`config.mk`:
```
export PLATFORM = sky130hd
export DESIGN_NAME = pipeline_control_flat
export DESIGN_NICKNAME = d
export VERILOG_FILES = /design/src/rtl/pipeline_control_if.sv /design/src/rtl/pipeline_control.sv /design/src/flat_wrapper.sv
export SDC_FILE = /design/constraint.sdc
export NUM_CORES = 1
export LEC_CHECK = 0
export ABC_AREA = 0
export ABC_CLOCK_PERIOD_IN_PS = 1820
export BUFFER_PORTS_ARGS = -buffer_cell sky130_fd_sc_hd__clkbuf_2
export CAP_MARGIN = 30
export CORE_MARGIN = 3
export CORE_UTILIZATION = 42
export DETAILED_ROUTE_END_ITERATION = 10
export GPL_TIMING_DRIVEN = 0
export PLACE_DENSITY = 0.78
export SLEW_MARGIN = 20
export SYNTH_ARGS = -nofsm -noshare
export SYNTH_HDL_FRONTEND = slang
export SYNTH_SLANG_ARGS = --single-unit
```
`constraint.sdc`:
```
create_clock -name clk -period 1.82 [get_ports clk]
set_input_delay 0.091 -clock clk [delete_from_list [all_inputs] [get_ports clk]]
set_output_delay 0.091 -clock clk [all_outputs]
set_load 0.02 [all_outputs]
```
`src/rtl/pipeline_control_if.sv`:
```
// Hazard/sequencing bundle between the pipeline stages and pipeline_control.
// The master modport is the controller's view; slave is the stages' view.
interface pipeline_control_if;
  logic       decode_valid;
  logic       decode_uses_rs1;
  logic       decode_uses_rs2;
  logic       decode_csr_read;
  logic [4:0] decode_rs1_address;
  logic [4:0] decode_rs2_address;
  logic       execute_valid;
  logic       execute_load;
  logic [4:0] execute_rd_address;
  logic       execute_csr_write;
  logic       execute_branch_taken;
  logic       memory_busy;
  logic       wb_valid;
  logic       wb_exception;
  logic       wb_mret;
  logic       wb_wfi;
  logic       interrupt_pending;

  logic       stall_fetch;
  logic       stall_decode;
  logic       stall_execute;
  logic       stall_memory;
  logic       invalidate_fetch;
  logic       invalidate_decode;
  logic       invalidate_execute;
  logic       invalidate_memory;
  logic       redirect;
  logic [1:0] redirect_source;
  logic       wfi_active;

  modport master (
    input  decode_valid, decode_uses_rs1, decode_uses_rs2, decode_csr_read,
           decode_rs1_address, decode_rs2_address,
           execute_valid, execute_load, execute_rd_address, execute_csr_write,
           execute_branch_taken, memory_busy,
           wb_valid, wb_exception, wb_mret, wb_wfi, interrupt_pending,
    output stall_fetch, stall_decode, stall_execute, stall_memory,
           invalidate_fetch, invalidate_decode, invalidate_execute, invalidate_memory,
           redirect, redirect_source, wfi_active
  );

  modport slave (
    output decode_valid, decode_uses_rs1, decode_uses_rs2, decode_csr_read,
           decode_rs1_address, decode_rs2_address,
           execute_valid, execute_load, execute_rd_address, execute_csr_write,
           execute_branch_taken, memory_busy,
           wb_valid, wb_exception, wb_mret, wb_wfi, interrupt_pending,
    input  stall_fetch, stall_decode, stall_execute, stall_memory,
           invalidate_fetch, invalidate_decode, invalidate_execute, invalidate_memory,
           redirect, redirect_source, wfi_active
  );
endinterface

```
`src/rtl/pipeline_control.sv`:
```
// Hazard and sequencing controller for the 5-stage pipeline: stalls, bubbles,
// redirects on branch/trap/mret, and WFI parking. Outputs are combinational.
module pipeline_control #(
  parameter int unsigned CSR_SETTLE_CYCLES = 2
) (
  input  logic                  clk,
  input  logic                  reset,
  pipeline_control_if.master    pipe
);

  typedef enum logic [1:0] {
    RUN      = 2'd0,
    FLUSH    = 2'd1,
    WFI_WAIT = 2'd2
  } state_e;

  localparam logic [2:0] SETTLE = 3'(CSR_SETTLE_CYCLES);

  localparam logic [1:0] SRC_BRANCH = 2'd0;
  localparam logic [1:0] SRC_TRAP   = 2'd1;
  localparam logic [1:0] SRC_MEPC   = 2'd2;

  state_e     state_q, state_d;
  logic [2:0] csr_counter_q, csr_counter_d;

  logic trap_or_mret, wfi_retire, branch_taken;
  logic rs1_match, rs2_match, load_use, csr_write_ex, csr_hazard;

  logic       stall_fetch, stall_decode, stall_execute, stall_memory;
  logic       inv_fetch, inv_decode, inv_execute, inv_memory;
  logic       redirect, wfi_active;
  logic [1:0] redirect_source;

  assign trap_or_mret = pipe.wb_valid & (pipe.wb_exception | pipe.wb_mret);
  assign wfi_retire   = pipe.wb_valid & pipe.wb_wfi & ~pipe.wb_exception;
  assign branch_taken = pipe.execute_valid & pipe.execute_branch_taken;
  assign csr_write_ex = pipe.execute_valid & pipe.execute_csr_write;

  assign rs1_match = pipe.decode_uses_rs1 & (pipe.decode_rs1_address == pipe.execute_rd_address);
  assign rs2_match = pipe.decode_uses_rs2 & (pipe.decode_rs2_address == pipe.execute_rd_address);
  assign load_use  = pipe.execute_valid & pipe.execute_load & (pipe.execute_rd_address != 5'd0)
                   & pipe.decode_valid & (rs1_match | rs2_match);
  assign csr_hazard = pipe.decode_valid & pipe.decode_csr_read
                    & ((csr_counter_q != 3'd0) | csr_write_ex);

  always_comb begin
    // NOTE: every output and next-state signal gets a default here so no path
    // through the case below leaves one unassigned (which would infer a latch).
    state_d         = state_q;
    stall_fetch     = 1'b0;
    stall_decode    = 1'b0;
    stall_execute   = 1'b0;
    stall_memory    = 1'b0;
    inv_fetch       = 1'b0;
    inv_decode      = 1'b0;
    inv_execute     = 1'b0;
    inv_memory      = 1'b0;
    redirect        = 1'b0;
    redirect_source = SRC_BRANCH;
    wfi_active      = 1'b0;

    case (state_q)
      RUN: begin
        if (trap_or_mret) begin
          redirect        = 1'b1;
          redirect_source = pipe.wb_exception ? SRC_TRAP : SRC_MEPC;
          inv_fetch       = 1'b1;
          inv_decode      = 1'b1;
          inv_execute     = 1'b1;
          inv_memory      = 1'b1;
          state_d         = FLUSH;
        end else if (wfi_retire) begin
          inv_fetch   = 1'b1;
          inv_decode  = 1'b1;
          inv_execute = 1'b1;
          inv_memory  = 1'b1;
          state_d     = WFI_WAIT;
        end else if (pipe.memory_busy) begin
          // Whole pipe holds; lower-priority hazards re-present next cycle.
          stall_fetch   = 1'b1;
          stall_decode  = 1'b1;
          stall_execute = 1'b1;
          stall_memory  = 1'b1;
        end else if (branch_taken) begin
          redirect   = 1'b1;
          inv_fetch  = 1'b1;
          inv_decode = 1'b1;
        end else if (load_use || csr_hazard) begin
          stall_fetch = 1'b1;
          inv_decode  = 1'b1;
        end
      end
      FLUSH: begin
        inv_decode  = 1'b1;
        inv_execute = 1'b1;
        inv_memory  = 1'b1;
        state_d     = RUN;
      end
      WFI_WAIT: begin
        stall_fetch = 1'b1;
        inv_decode  = 1'b1;
        wfi_active  = 1'b1;
        if (pipe.interrupt_pending) state_d = RUN;
      end
      default: state_d = RUN;
    endcase

    csr_counter_d = csr_counter_q;
    if (state_q == RUN && trap_or_mret) begin
      csr_counter_d = 3'd0;
    end else if (csr_write_ex && !stall_execute) begin
      csr_counter_d = SETTLE;
    end else if (!pipe.memory_busy && csr_counter_q != 3'd0) begin
      csr_counter_d = csr_counter_q - 3'd1;
    end

    if (reset) begin
      stall_fetch     = 1'b0;
      stall_decode    = 1'b0;
      stall_execute   = 1'b0;
      stall_memory    = 1'b0;
      inv_fetch       = 1'b1;
      inv_decode      = 1'b1;
      inv_execute     = 1'b1;
      inv_memory      = 1'b1;
      redirect        = 1'b0;
      redirect_source = SRC_BRANCH;
      wfi_active      = 1'b0;
      state_d         = RUN;
      csr_counter_d   = 3'd0;
    end
  end

  always_ff @(posedge clk) begin
    // NOTE: state registers use non-blocking assignments so every flop samples
    // the pre-edge values regardless of process ordering.
    if (reset) begin
      state_q       <= RUN;
      csr_counter_q <= 3'd0;
    end else begin
      state_q       <= state_d;
      csr_counter_q <= csr_counter_d;
    end
  end

  assign pipe.stall_fetch        = stall_fetch;
  assign pipe.stall_decode       = stall_decode;
  assign pipe.stall_execute      = stall_execute;
  assign pipe.stall_memory       = stall_memory;
  assign pipe.invalidate_fetch   = inv_fetch;
  assign pipe.invalidate_decode  = inv_decode;
  assign pipe.invalidate_execute = inv_execute;
  assign pipe.invalidate_memory  = inv_memory;
  assign pipe.redirect           = redirect;
  assign pipe.redirect_source    = redirect_source;
  assign pipe.wfi_active         = wfi_active;

endmodule

```
`src/flat_wrapper.sv`:
```
// flat-port wrapper written by rule: the top's interface ports become plain ports
module pipeline_control_flat 
#(
  parameter int unsigned CSR_SETTLE_CYCLES = 2
)
  (clk, reset, pipe_decode_valid, pipe_decode_uses_rs1, pipe_decode_uses_rs2, pipe_decode_csr_read, pipe_decode_rs1_address, pipe_decode_rs2_address, pipe_execute_valid, pipe_execute_load, pipe_execute_rd_address, pipe_execute_csr_write, pipe_execute_branch_taken, pipe_memory_busy, pipe_wb_valid, pipe_wb_exception, pipe_wb_mret, pipe_wb_wfi, pipe_interrupt_pending, pipe_stall_fetch, pipe_stall_decode, pipe_stall_execute, pipe_stall_memory, pipe_invalidate_fetch, pipe_invalidate_decode, pipe_invalidate_execute, pipe_invalidate_memory, pipe_redirect, pipe_redirect_source, pipe_wfi_active);
  pipeline_control_if pipe_i ();
  input  logic clk;
  input  logic reset;
  input wire logic [$bits(pipe_i.decode_valid)-1:0] pipe_decode_valid;
  input wire logic [$bits(pipe_i.decode_uses_rs1)-1:0] pipe_decode_uses_rs1;
  input wire logic [$bits(pipe_i.decode_uses_rs2)-1:0] pipe_decode_uses_rs2;
  input wire logic [$bits(pipe_i.decode_csr_read)-1:0] pipe_decode_csr_read;
  input wire logic [$bits(pipe_i.decode_rs1_address)-1:0] pipe_decode_rs1_address;
  input wire logic [$bits(pipe_i.decode_rs2_address)-1:0] pipe_decode_rs2_address;
  input wire logic [$bits(pipe_i.execute_valid)-1:0] pipe_execute_valid;
  input wire logic [$bits(pipe_i.execute_load)-1:0] pipe_execute_load;
  input wire logic [$bits(pipe_i.execute_rd_address)-1:0] pipe_execute_rd_address;
  input wire logic [$bits(pipe_i.execute_csr_write)-1:0] pipe_execute_csr_write;
  input wire logic [$bits(pipe_i.execute_branch_taken)-1:0] pipe_execute_branch_taken;
  input wire logic [$bits(pipe_i.memory_busy)-1:0] pipe_memory_busy;
  input wire logic [$bits(pipe_i.wb_valid)-1:0] pipe_wb_valid;
  input wire logic [$bits(pipe_i.wb_exception)-1:0] pipe_wb_exception;
  input wire logic [$bits(pipe_i.wb_mret)-1:0] pipe_wb_mret;
  input wire logic [$bits(pipe_i.wb_wfi)-1:0] pipe_wb_wfi;
  input wire logic [$bits(pipe_i.interrupt_pending)-1:0] pipe_interrupt_pending;
  output wire logic [$bits(pipe_i.stall_fetch)-1:0] pipe_stall_fetch;
  output wire logic [$bits(pipe_i.stall_decode)-1:0] pipe_stall_decode;
  output wire logic [$bits(pipe_i.stall_execute)-1:0] pipe_stall_execute;
  output wire logic [$bits(pipe_i.stall_memory)-1:0] pipe_stall_memory;
  output wire logic [$bits(pipe_i.invalidate_fetch)-1:0] pipe_invalidate_fetch;
  output wire logic [$bits(pipe_i.invalidate_decode)-1:0] pipe_invalidate_decode;
  output wire logic [$bits(pipe_i.invalidate_execute)-1:0] pipe_invalidate_execute;
  output wire logic [$bits(pipe_i.invalidate_memory)-1:0] pipe_invalidate_memory;
  output wire logic [$bits(pipe_i.redirect)-1:0] pipe_redirect;
  output wire logic [$bits(pipe_i.redirect_source)-1:0] pipe_redirect_source;
  output wire logic [$bits(pipe_i.wfi_active)-1:0] pipe_wfi_active;
  assign pipe_i.decode_valid = pipe_decode_valid;
  assign pipe_i.decode_uses_rs1 = pipe_decode_uses_rs1;
  assign pipe_i.decode_uses_rs2 = pipe_decode_uses_rs2;
  assign pipe_i.decode_csr_read = pipe_decode_csr_read;
  assign pipe_i.decode_rs1_address = pipe_decode_rs1_address;
  assign pipe_i.decode_rs2_address = pipe_decode_rs2_address;
  assign pipe_i.execute_valid = pipe_execute_valid;
  assign pipe_i.execute_load = pipe_execute_load;
  assign pipe_i.execute_rd_address = pipe_execute_rd_address;
  assign pipe_i.execute_csr_write = pipe_execute_csr_write;
  assign pipe_i.execute_branch_taken = pipe_execute_branch_taken;
  assign pipe_i.memory_busy = pipe_memory_busy;
  assign pipe_i.wb_valid = pipe_wb_valid;
  assign pipe_i.wb_exception = pipe_wb_exception;
  assign pipe_i.wb_mret = pipe_wb_mret;
  assign pipe_i.wb_wfi = pipe_wb_wfi;
  assign pipe_i.interrupt_pending = pipe_interrupt_pending;
  assign pipe_stall_fetch = pipe_i.stall_fetch;
  assign pipe_stall_decode = pipe_i.stall_decode;
  assign pipe_stall_execute = pipe_i.stall_execute;
  assign pipe_stall_memory = pipe_i.stall_memory;
  assign pipe_invalidate_fetch = pipe_i.invalidate_fetch;
  assign pipe_invalidate_decode = pipe_i.invalidate_decode;
  assign pipe_invalidate_execute = pipe_i.invalidate_execute;
  assign pipe_invalidate_memory = pipe_i.invalidate_memory;
  assign pipe_redirect = pipe_i.redirect;
  assign pipe_redirect_source = pipe_i.redirect_source;
  assign pipe_wfi_active = pipe_i.wfi_active;
  pipeline_control #(.CSR_SETTLE_CYCLES(CSR_SETTLE_CYCLES)) u_core (.clk(clk), .reset(reset), .pipe(pipe_i));
endmodule
```
Word-level counts from Yosys, hierarchy flattened
Index checks and enable logic that the tools add are counted.
{"block": "totals", "register_bits": 5, "output_inout_bits": 12, "in_bits": 31}
{"block": "classes", "n_bitwise": 17, "n_eq_ne": 6, "n_mux": 44, "reduce_logical": 14, "add_sub_neg": 1}
{"cell": "1-bit 2-to-1 mux", "count": 31}
{"cell": "2-bit 2-to-1 mux", "count": 9}
{"cell": "1-bit AND", "count": 13}
{"cell": "5-bit equality test", "count": 2}
{"cell": "1-bit one-hot mux with 2 select lines", "count": 3}
{"cell": "5-bit nonzero test", "count": 1}
{"cell": "2-bit one-hot mux with 2 select lines", "count": 1}
{"cell": "2-bit OR reduction", "count": 2}
{"cell": "1-bit logical AND", "count": 3}
{"cell": "3-bit by 1-bit inequality test with 1-bit output (second input constant)", "count": 1}
{"cell": "1-bit OR", "count": 3}
{"cell": "3-bit nonzero test", "count": 1}
{"cell": "3-bit OR reduction", "count": 1}
{"cell": "3-bit by 1-bit subtractor with 3-bit output (second input constant)", "count": 1}
{"cell": "2-bit by 1-bit equality test with 1-bit output (second input constant)", "count": 1}
{"cell": "2-bit equality test (second input constant)", "count": 1}
{"cell": "1-bit logical NOT", "count": 2}
{"cell": "2-bit logical NOT", "count": 1}
{"cell": "2-bit inequality test (second input constant)", "count": 1}
{"cell": "2-bit AND reduction", "count": 1}
{"cell": "2-bit nonzero test", "count": 1}
{"cell": "1-bit logical OR", "count": 1}
{"cell": "1-bit NOT", "count": 1}

Logic depth before layout (Yosys ltp)
Gate-level depths: netlist of run 1.
{"block": "depth", "depth_word": 12, "mapped_depth": 6, "mapped_depth_nobuf": 6}

Worst setup path before layout of run 1
OpenSTA, ideal clock, no wires.
{"block": "synth_timing", "path_kind": "register to output", "startpoint": "register u_core.state_q[0]", "endpoint": "output port pipe_stall_fetch", "arrival_ns": 1.682, "setup_slack_ns": 0.047, "n_path_buf": 0, "path_stages_with_launch": 6, "path_cell_list": "dfxtp_1 inv_1 ha_1 nor2b_1 nor3_1 a211oi_1"}
{"block": "synth_between", "elab_chain_cells": 3}
{"element": "start: declaration", "line": "pipeline_control.sv:23", "source": "state_e state_q, state_d;"}
{"element": "start signal: assignment", "line": "pipeline_control.sv:141", "source": "state_q <= state_d;"}
{"element": "2-bit equality test or 2-bit logical NOT (tied branches)", "line": "pipeline_control.sv:62", "source": "case (state_q)"}
{"element": "1-bit one-hot mux with 2 select lines *", "line": "pipeline_control.sv:62"}
{"element": "1-bit 2-to-1 mux *", "line": "pipeline_control.sv:117", "source": "if (reset) begin"}
{"element": "end: declaration", "line": "flat_wrapper.sv:27", "source": "output wire logic [$bits(pipe_i.stall_fetch)-1:0] pipe_stall_fetch;"}
Mark *: on every way between the ends. The rest lies on a longest branch, timed or not.

Final worst setup path of run 1
{"block": "layout_timing", "startpoint": "register u_core.state_q[0]", "endpoint": "output port pipe_invalidate_decode"}
{"block": "layout_between", "elab_chain_cells": 4}
{"element": "2-bit by 1-bit equality test with 1-bit output or 2-bit equality test (tied branches)", "line": "pipeline_control.sv:62"}
{"element": "2-bit OR reduction (no line)"}
{"element": "1-bit one-hot mux with 2 select lines *", "line": "pipeline_control.sv:62"}
{"element": "1-bit 2-to-1 mux *", "line": "pipeline_control.sv:117"}
{"element": "end: declaration", "line": "flat_wrapper.sv:32", "source": "output wire logic [$bits(pipe_i.invalidate_decode)-1:0] pipe_invalidate_decode;"}
Marks and branches as above.

==> flow_summary_export.csv, run 1 <==
group,metric,value,unit
status,status,"finished, final reports clean",
setup_path,worst-path-max-fanout,8,
pwr,p_comb_share,54.9,%
setup_path,slowest_stage,"dfxtp_2",
clocking,cts_buffers,3,
sta,fin_crit,1.798,ns
placed_design,gp_congestion,0.7862,
logic_synthesis,ys_ff_latch,5,
placed_design,dp_cells,147,
floorplanning,die_x,46.88,µm
placed_design,port_buffers,41,
grt,grt_pass1_vias,742,
setup_path,crit_family,"compound AO/OA/AOI/OAI gates",
floorplanning,floorplan.initialDensity,45.54,%
setup_path,worst_path_largest_cell_delay,0.34,ns
sta,setup_ws,0.02196,ns
logic_synthesis,ys_types,34,
setup_path,rr_endpoint,"u_core.csr_counter_q[1]",
sta,whs,0.2193,ns
clocking,clock-sinks,5,
final_layout,utilization,65.50,%
clocking,cts_tree,"yes",
grt,overflow,0,
final_layout,syn2layout_area_growth,43.85,%
pwr,sw_frac_of_total,37.58,%
logic_synthesis,synth_edf_count,0,
logic_synthesis,async_flop_share,0,%
drt,wl_per_cell,12.38,µm
pwr,p_sw,0.2132,mW
pwr,seqPwrFrac,23.1,%
sta,skew,0.0004552,ns
setup_path,crit_buf_inv,2,
sta,rsz0062_at_grt,"true",
logic_synthesis,synth_flop_cell,"dfxtp_1",
setup_path,cp-start-kind,"flop",
setup_path,critical_path_required,1.73,ns
sta,setup_viol,0,
drt,drtIter0Drc,12,
placed_design,dp_hpwl,1596,µm
sta,slew_viol_final,0,
grt,use_met2,32.79,%
final_layout,nets,174,
clocking,htree_levels,1,
clocking,cts_buffer_depth,2,
grt,grt_use_met3,2.682,%
final_layout,fin_area,0.001010,mm²
sta,fmax,0.5562,GHz
drt,drt_wl_total,1882,µm
pwr,p_total,0.5673,mW
job,maxCapViolCount,0,
drt,detail-route-antenna-nets,0,
final_layout,drive_above_1_share,48.53,%
floorplanning,rows,14,
grt,grtUsageMet1,20.00,%
logic_synthesis,avgSynthCellArea,7.799,µm²
floorplanning,coreArea,0.001541,mm²
final_layout,antenna_cells,0,
setup_path,endpoint,"pipe_invalidate_decode",
placed_design,place_area,927.1,µm²
clocking,clock_latency,0.24,ns
placed_design,dp_worst_setup_slack,-0.02623,ns
hold_path,hold_start,"pipe_interrupt_pending",
hold_path,worst_hold_path_type,"in2reg",
setup_path,crit_type,"reg2out",
grt,antenna_found_initial,0,
grt,grtUsageTotal,17.82,%
pwr,power_density,561.9,mW/mm²
setup_path,crit_start,"u_core.state_q[0]",
setup_path,regToRegSetupSlack,0.53,ns
setup_path,arrival,1.71,ns
sta,slew_headroom,69.79,%
logic_synthesis,synth_nets,127,
floorplanning,die_height,46.88,µm
setup_path,r2r-start,"u_core.csr_counter_q[0]",
setup_path,cp-end-kind,"output port",
grt,grt_pass1_wl,2863,µm
grt,grt.busiest_layer,"met2",
setup_path,cp_cell_sequence,"inv_2, ha_4, and2_4, a2111oi_4, a2bb2oi_2, o21ai_2, buf_6",
drt,num_vias,815,
pwr,vdd_drop_max,0.3854,mV
drt,vias_per_cell,5.362,
clocking,clockRootBuffer,"clkbuf_4",
drt,drt-pass1-iter-count,4,
logic_synthesis,netlist_area,701.9,µm²
final_layout,layout.cells.non_filler,152,
logic_synthesis,ys_seq_area_share,14.26,%
setup_path,cp.depth,7,
drt,drc_errors,0,
floorplanning,boundaryPins,43,
logic_synthesis,postSynthCellCount,90,
grt,grt_start_max_net_pins,11,
sta,tightest_slew,0.4494,ns
pwr,p_leak,0.4821,nW
setup_path,rr_worst_depth,6,
logic_synthesis,yosysWarnings,0,
clocking,clk_pin_slew_worst_paths,0.04,ns
sta,setup_tns,0,ns
sta,hold_violations,0,
floorplanning,die_area,0.002198,mm²
pwr,pwr-share-clk,22.0,%
sta,period_share,98.79,%
pwr,power.internal,0.3541,mW
[registers in the layout, summed over array words and instances, names as in the netlist]
signal and cells:
u_core.csr_counter_q 3, u_core.state_q 2
[cell type report]
type	instances	area [µm²]
buffer	5	32.53
multi-input combinational	75	584.3
sequential	5	106.4
inverter	5	18.77
timing repair buffer	42	221.5
clock buffer	4	26.28
fill	154	531.8
tap	16	20.02
[power groups by stage]
stage               clock network [mW]  registers [mW]  logic, mW
detailed placement                   0           0.130      0.277
floorplan                            0           0.129      0.188
finish                           0.125           0.131      0.311
global placement                     0           0.130      0.269
global route                     0.137           0.133      0.343
CTS                              0.132           0.131      0.302
[repair_timing]
| item | CTS | global route |
|---|---|---|
| resized for setup | 11 | 9 |
| endpoints found under the setup margin | 6 | 2 |
| pin swaps | 2 | 0 |
| setup buffers | 1 | 0 |
| hold buffers | 0 | 0 |
| cloned | 0 | 0 |
[cell families after synthesis]
family / share of synthesized area (%)
XOR/XNOR: 14.97
AND/OR/NAND/NOR: 28.16
AO/OA/AOI/OAI: 23.17
adder cells (fa/ha/maj): 10.69
multiplexers: 1.426
flip-flops: 14.26
buffers and inverters: 7.308
[synthesized netlist by cell type (2+ instances only)]
library cell / instances / area [µm²]
a211oi_1: 2 / 15.01
a21oi_1: 6 / 30.03
a31oi_1: 3 / 18.77
buf_2: 2 / 10.01
buf_4: 3 / 22.52
dfxtp_1: 5 / 100.1
ha_1: 6 / 75.07
inv_1: 5 / 18.77
nand2_1: 6 / 22.52
nand2b_1: 4 / 25.02
nor2_1: 6 / 22.52
nor2b_1: 2 / 12.51
nor3_1: 4 / 20.02
nor3b_1: 3 / 22.52
nor4_1: 3 / 18.77
o21ai_0: 2 / 10.01
xnor2_1: 4 / 35.03
xor2_1: 8 / 70.07
[worst reg2reg max path, delay by kind of cell (launching register included)]
family	cells	cell delay [ns]
adders and majority gates	1	0.18
muxes	1	0.21
AOI/OAI and AO/OA	1	0.11
buffers and inverters	1	0.06
and+or+nand+nor	2	0.36
DFF	1	0.33
[worst min-delay path by stage]
| stage | slack, ns | depth (start not counted) | endpoint |
|---|---|---|---|
| after floorplan | 0.27 | 1 | pipe_redirect_source[1] |
| after global placement | 0.46 | 3 | u_core.state_q[1] |
| after detailed placement | 0.46 | 3 | u_core.state_q[1] |
| after CTS | 0.21 | 3 | u_core.state_q[1] |
| after global routing | 0.24 | 3 | u_core.state_q[1] |
| final | 0.22 | 3 | u_core.state_q[1] |
[cells in the final DEF (no fill, tap or decap), drive strengths merged, types with 2 or more instances in the layout]
cell type / instances
inv: 5
a211oi: 2
nor2: 6
nor3: 4
buf: 8
clkbuf: 43
nor4: 3
nor2b: 2
xnor2: 4
o21ai: 3
a21oi: 6
nor3b: 3
xor2: 8
a31oi: 3
nand2: 6
and2: 2
dfxtp: 5
nand2b: 4
ha: 6
[layer usage]
layer	part of all wire, %	vias to the layer above	routed length, µm
met5	0	-	0
met4	1.6	0	31
met3	5.8	5	109
met2	54	23	1019
met1	38	375	721
li1	-	412	-
Power figures use the tool's default switching activity.
==> run 2: changes to the inputs <==
--- a/config.mk
+++ b/config.mk
@@ -6,14 +6,15 @@
 export NUM_CORES = 1
 export LEC_CHECK = 0
 export ABC_AREA = 0
-export ABC_CLOCK_PERIOD_IN_PS = 1820
 export BUFFER_PORTS_ARGS = -buffer_cell sky130_fd_sc_hd__clkbuf_2
 export CAP_MARGIN = 30
 export CORE_MARGIN = 3
 export CORE_UTILIZATION = 42
+export CTS_CLUSTER_SIZE = 20
 export DETAILED_ROUTE_END_ITERATION = 10
 export GPL_TIMING_DRIVEN = 0
 export PLACE_DENSITY = 0.78
+export SETUP_SLACK_MARGIN = 0.05
 export SLEW_MARGIN = 20
 export SYNTH_ARGS = -nofsm -noshare
 export SYNTH_HDL_FRONTEND = slang
==> run 2 against run 1 <==
Critical path depth did not move. Sequential share of layout area fell by 0.77 points. Sequential power barely moved. Clock-buffer cell count did not move. Critical path type unchanged. Largest power group unchanged.
==> flow_summary_export.csv, run 2 (synthesis gave the netlist of run 1 again) <==
group,metric,value,unit
sta,skew,0.002031,ns
final_layout,drive_above_1_share,52.48,%
clocking,htree_levels,1,
drt,drc_errors,0,
drt,drtIter0Drc,15,
clocking,cts_tree,"yes",
drt,drt_wl_total,2170,µm
floorplanning,floorplan.initialDensity,45.54,%
final_layout,register_area,103.9,µm²
sta,fin_crit,1.780,ns
clocking,clock-sinks,5,
floorplanning,coreArea,0.001541,mm²
grt,overflow,0,
floorplanning,die_height,46.88,µm
final_layout,syn2layout_area_growth,51.52,%
status,status,"finished, final reports clean",
placed_design,gp_congestion,0.8396,
final_layout,layout.cells.non_filler,157,
setup_path,critical_path_required,1.73,ns
final_layout,mostFrequentLayoutCells,"clkbuf_2, buf_4, xor2_1",
grt,antenna_found_initial,0,
grt,grt_start_max_net_pins,11,
sta,hold_violations,0,
sta,rsz0062_at_grt,"true",
floorplanning,rows,14,
clocking,clock_latency,0.24,ns
sta,setup_ws,0.03951,ns
setup_path,cp-end-kind,"output port",
drt,wl_per_cell,13.82,µm
final_layout,largestRegisters,"u_core.csr_counter_q x3, u_core.state_q x2",
final_layout,multiInputGateArea,606.8,µm²
placed_design,dp_cells,147,
sta,tightest_slew,0.4896,ns
pwr,power_density,570.0,mW/mm²
final_layout,utilization,68.99,%
drt,num_vias,869,
clocking,cts_buffer_depth,2,
hold_path,worst_hold_path_type,"in2reg",
sta,slew_headroom,67.08,%
pwr,p_leak,0.5143,nW
sta,fmax,0.5616,GHz
clocking,clk_pin_slew_worst_paths,0.04,ns
clocking,clockRootBuffer,"clkbuf_4",
final_layout,fillerInstances,132,
floorplanning,boundaryPins,43,
drt,drt-pass1-iter-count,4,
clocking,cts_buffers,3,
final_layout,nets,179,
grt,grtUsageTotal,19.22,%
grt,grt_pass1_wl,2994,µm
setup_path,worst-path-max-fanout,4,
job,maxCapViolCount,0,
drt,detail-route-antenna-nets,0,
pwr,vdd_drop_max,0.4593,mV
sta,setup_viol,0,
sta,slew_viol_final,0,
final_layout,largest_reg_flops,3,
placed_design,dp_hpwl,1540,µm
setup_path,cp-start-kind,"flop",
floorplanning,die_area,0.002198,mm²
sta,period_share,97.83,%
final_layout,mostFrequentLayoutCell,"clkbuf_2",
placed_design,dp_worst_setup_slack,0.006659,ns
final_layout,antenna_cells,0,
placed_design,port_buffers,41,
setup_path,arrival,1.69,ns
clocking,hold_buffers,0,
floorplanning,die_x,46.88,µm
drt,vias_per_cell,5.535,
final_layout,top_register,"u_core.csr_counter_q",
sta,setup_tns,0,ns
grt,grt_pass1_vias,759,
setup_path,crit_type,"reg2out",
run 2: changes by cell type in the layout (fill, tap and decap cells not counted), sizes merged:
cell,previous run,this run
buf,8,13
run 2: through the flow:
| step | instance area [µm²] | hold WS [ns] | total power, mW |
|---|---|---|---|
| finish | 1064 | 0.2654 | 0.6062 |
| CTS | 1031 | 0.2063 | 0.5852 |
| global route | 1064 | 0.2715 | 0.6496 |
| global placement | 932.1 | 0.4593 | 0.4011 |
| detailed placement | 932.1 | 0.4676 | 0.4070 |
| floorplan | 706.9 | 0.2707 | 0.3183 |
run 2: metal layers:
metal / track usage, % / wire length [µm]
met5: 0 / 0
met4: 11.60 / 89
met3: 2.682 / 114
met2: 35.50 / 1103
met1: 20.27 / 863
run 2: what timing repair did:
| action | 4_1_cts | 5_1_grt |
|---|---|---|
| pin swaps | 4 | 3 |
| gates resized for setup | 11 | 10 |
| cloned | 0 | 0 |
| setup endpoints to repair | 7 | 4 |
| hold endpoints to repair | 0 | 0 |
| buffers inserted | 6 | 0 |
run 2: area by class of cell:
class                   instances  share of cell area [%]
multi-input cells              75                   57.06
repair buffers                 47                   24.00
flip-flops and latches          5                   9.765
plain buffers                   5                   3.059
clock buffers                   4                   2.471
well taps                      16                   1.882
inverters                       5                   1.765
run 2: worst max-delay path, stage by stage (launching register included):
cell and delay (ns):
dfxtp_2 0.34, inv_2 0.06, ha_4 0.17, and2_4 0.17, a2111oi_4 0.31, a2bb2oi_2 0.16
o21ai_1 0.07, buf_4 0.16
run 2: path summary, 6_finish.rpt:
kind,startpoint,to,slack [ns],cells after the start
setup / recovery,u_core.state_q[1],pipe_invalidate_decode,0.04,7
hold / removal,pipe_interrupt_pending,u_core.state_q[1],0.27,3
setup reg to reg,u_core.state_q[1],u_core.csr_counter_q[0],0.50,7
hold reg to reg,u_core.csr_counter_q[0],u_core.csr_counter_q[0],0.50,2
run 2: power by group:
part / internal [mW] / switching (mW)
logic: 0.173 / 0.179
clock network: 0.0826 / 0.0408
registers: 0.123 / 0.00823
total: 0.378 / 0.228
==> run 3: changes to the inputs <==
==> constraint.sdc (replaced) <==
create_clock -name clk -period 1.82 [get_ports clk]
set_input_delay 0.182 -clock clk [delete_from_list [all_inputs] [get_ports clk]]
set_output_delay 0.182 -clock clk [all_outputs]
set_load 0.02 [all_outputs]
==> run 3 against run 2 <==
The flow now finishes with violations (setup timing). Clock-buffer cell count unchanged. Via count increased by 0.81%. Design area increased by 5.3%. Total power increased by 4.3%. Routed wire length increased by 3.6%. Register-to-register slack about the same. Non-clock buffer count increased by 2.
==> flow_summary_export.csv, run 3 (synthesis gave the netlist of run 1 again) <==
group,metric,value,unit
clocking,clock_latency,0.24,ns
pwr,p_leak,0.5324,nW
setup_path,rr_worst_depth,7,
floorplanning,coreArea,0.001541,mm²
pwr,power_density,564.4,mW/mm²
final_layout,top_register,"u_core.csr_counter_q",
grt,antenna_found_initial,0,
final_layout,syn2layout_area_growth,59.54,%
final_layout,fillerInstances,123,
sta,fin_crit,1.855,ns
hold_path,holdPathStages,3,
clocking,htree_levels,1,
status,status,"finished, violations left",
grt,grt_pass1_wl,3125,µm
floorplanning,floorplan.initialDensity,45.54,%
sta,setup_viol,1,
clocking,hold_buffers,0,
drt,drc_errors,0,
drt,vias_per_cell,5.509,
sta,period_share,101.9,%
pwr,p_total,0.6320,mW
setup_path,crit_type,"reg2out",
sta,slew_viol_final,0,
grt,overflow,0,
pwr,vdd_drop_max,0.4701,mV
setup_path,cp-end-kind,"output port",
grt,grt_start_max_net_pins,11,
setup_path,critical_path_required,1.64,ns
floorplanning,boundaryPins,43,
floorplanning,rows,14,
placed_design,gp_congestion,0.8396,
sta,setup_ws,-0.03499,ns
final_layout,drive_above_1_share,55.94,%
final_layout,largestRegisters,"u_core.csr_counter_q x3, u_core.state_q x2",
clocking,cts_tree,"yes",
drt,num_vias,876,
final_layout,mostFrequentLayoutCells,"clkbuf_2, buf_4, xor2_1",
floorplanning,die_x,46.88,µm
drt,drtIter0Drc,8,
drt,drt_wl_total,2249,µm
final_layout,antenna_cells,0,
sta,fmax,0.5391,GHz
floorplanning,die_area,0.002198,mm²
drt,detail-route-antenna-nets,0,
clocking,cts_buffer_depth,2,
floorplanning,die_height,46.88,µm
hold_path,worst_hold_path_type,"in2reg",
sta,skew,0.002030,ns
job,maxCapViolCount,0,
final_layout,nets,181,
sta,rsz0062_at_grt,"true",
sta,hold_violations,0,
status,violations,"setup timing",
setup_path,arrival,1.67,ns
clocking,cts_buffers,3,
grt,grt_pass1_vias,800,
setup_path,worst-path-max-fanout,4,
final_layout,largest_reg_flops,3,
sta,tightest_slew,0.4760,ns
sta,slew_headroom,67.99,%
setup_path,cp-start-kind,"flop",
drt,drt-pass1-iter-count,4,
clocking,clock-sinks,5,
drt,wl_per_cell,14.14,µm
clocking,clockRootBuffer,"clkbuf_4",
grt,grtUsageTotal,20.08,%
final_layout,mostFrequentLayoutCell,"clkbuf_2",
placed_design,dp_hpwl,1540,µm
placed_design,port_buffers,41,
sta,setup_tns,-0.03499,ns
clocking,clk_pin_slew_worst_paths,0.04,ns
[run 3: cell type report]
cell class / instances / area, µm² / area share (%)
multi-input cells: 75 / 646.9 / 57.77
repair buffers: 49 / 270.3 / 24.13
flip-flops and latches: 5 / 105.1 / 9.386
plain buffers: 5 / 32.53 / 2.905
clock buffers: 4 / 26.28 / 2.346
well taps: 16 / 20.02 / 1.788
inverters: 5 / 18.77 / 1.676
[run 3: what timing repair did]
action                                  in CTS  in global routing
gates resized for setup                     17                 13
endpoints found under the setup margin      11                  4
buffers inserted                             7                  1
pin swaps                                    8                  4
[run 3: where the power goes]
group / total (mW) / leakage [nW] / internal, mW / switching, mW
clock: 0.124 / 0.0150 / 0.0826 / 0.0410
combinational: 0.377 / 0.475 / 0.184 / 0.192
sequential: 0.132 / 0.0425 / 0.123 / 0.00871
[run 3: worst paths after layout]
check / startpoint / to / slack [ns]
worst max-delay path: u_core.state_q[1] / pipe_invalidate_decode / -0.03
worst min-delay path: pipe_interrupt_pending / u_core.state_q[1] / 0.36
worst max register to register: u_core.state_q[1] / u_core.csr_counter_q[0] / 0.50
worst min register to register: u_core.csr_counter_q[2] / u_core.csr_counter_q[2] / 0.58
[run 3: critical path, cell delays in order, from the launching register on]
cell and delay (ns):
dfxtp_2 0.34, inv_2 0.06, ha_4 0.17, and2_4 0.15, a2111oi_4 0.31, a2bb2oi_2 0.16, o21ai_1 0.07, buf_4 0.17
[run 3: per-layer routing]
metal / global-route usage, % / routed length (µm)
met1: 21.41 / 898
met3: 2.682 / 106
met4: 13.81 / 59
met5: 0 / 0
met2: 36.04 / 1184
[run 3: stage by stage]
step | utilization (%) | setup WS [ns] | instances | area (µm²) | hold WS, ns
2_1_floorplan | - | 0.06859 | 90 | 706.9 | 0.3997
3_3_place_gp | 60.47 | -0.07876 | 147 | 932.1 | 0.5023
3_5_place_dp | 60.47 | -0.08434 | 147 | 932.1 | 0.5210
4_1_cts | 68.83 | -0.02497 | 158 | 1061 | 0.2973
5_1_grt | 72.65 | -0.09459 | 159 | 1120 | 0.3691
6_report | 72.65 | -0.03499 | 159 | 1120 | 0.3569
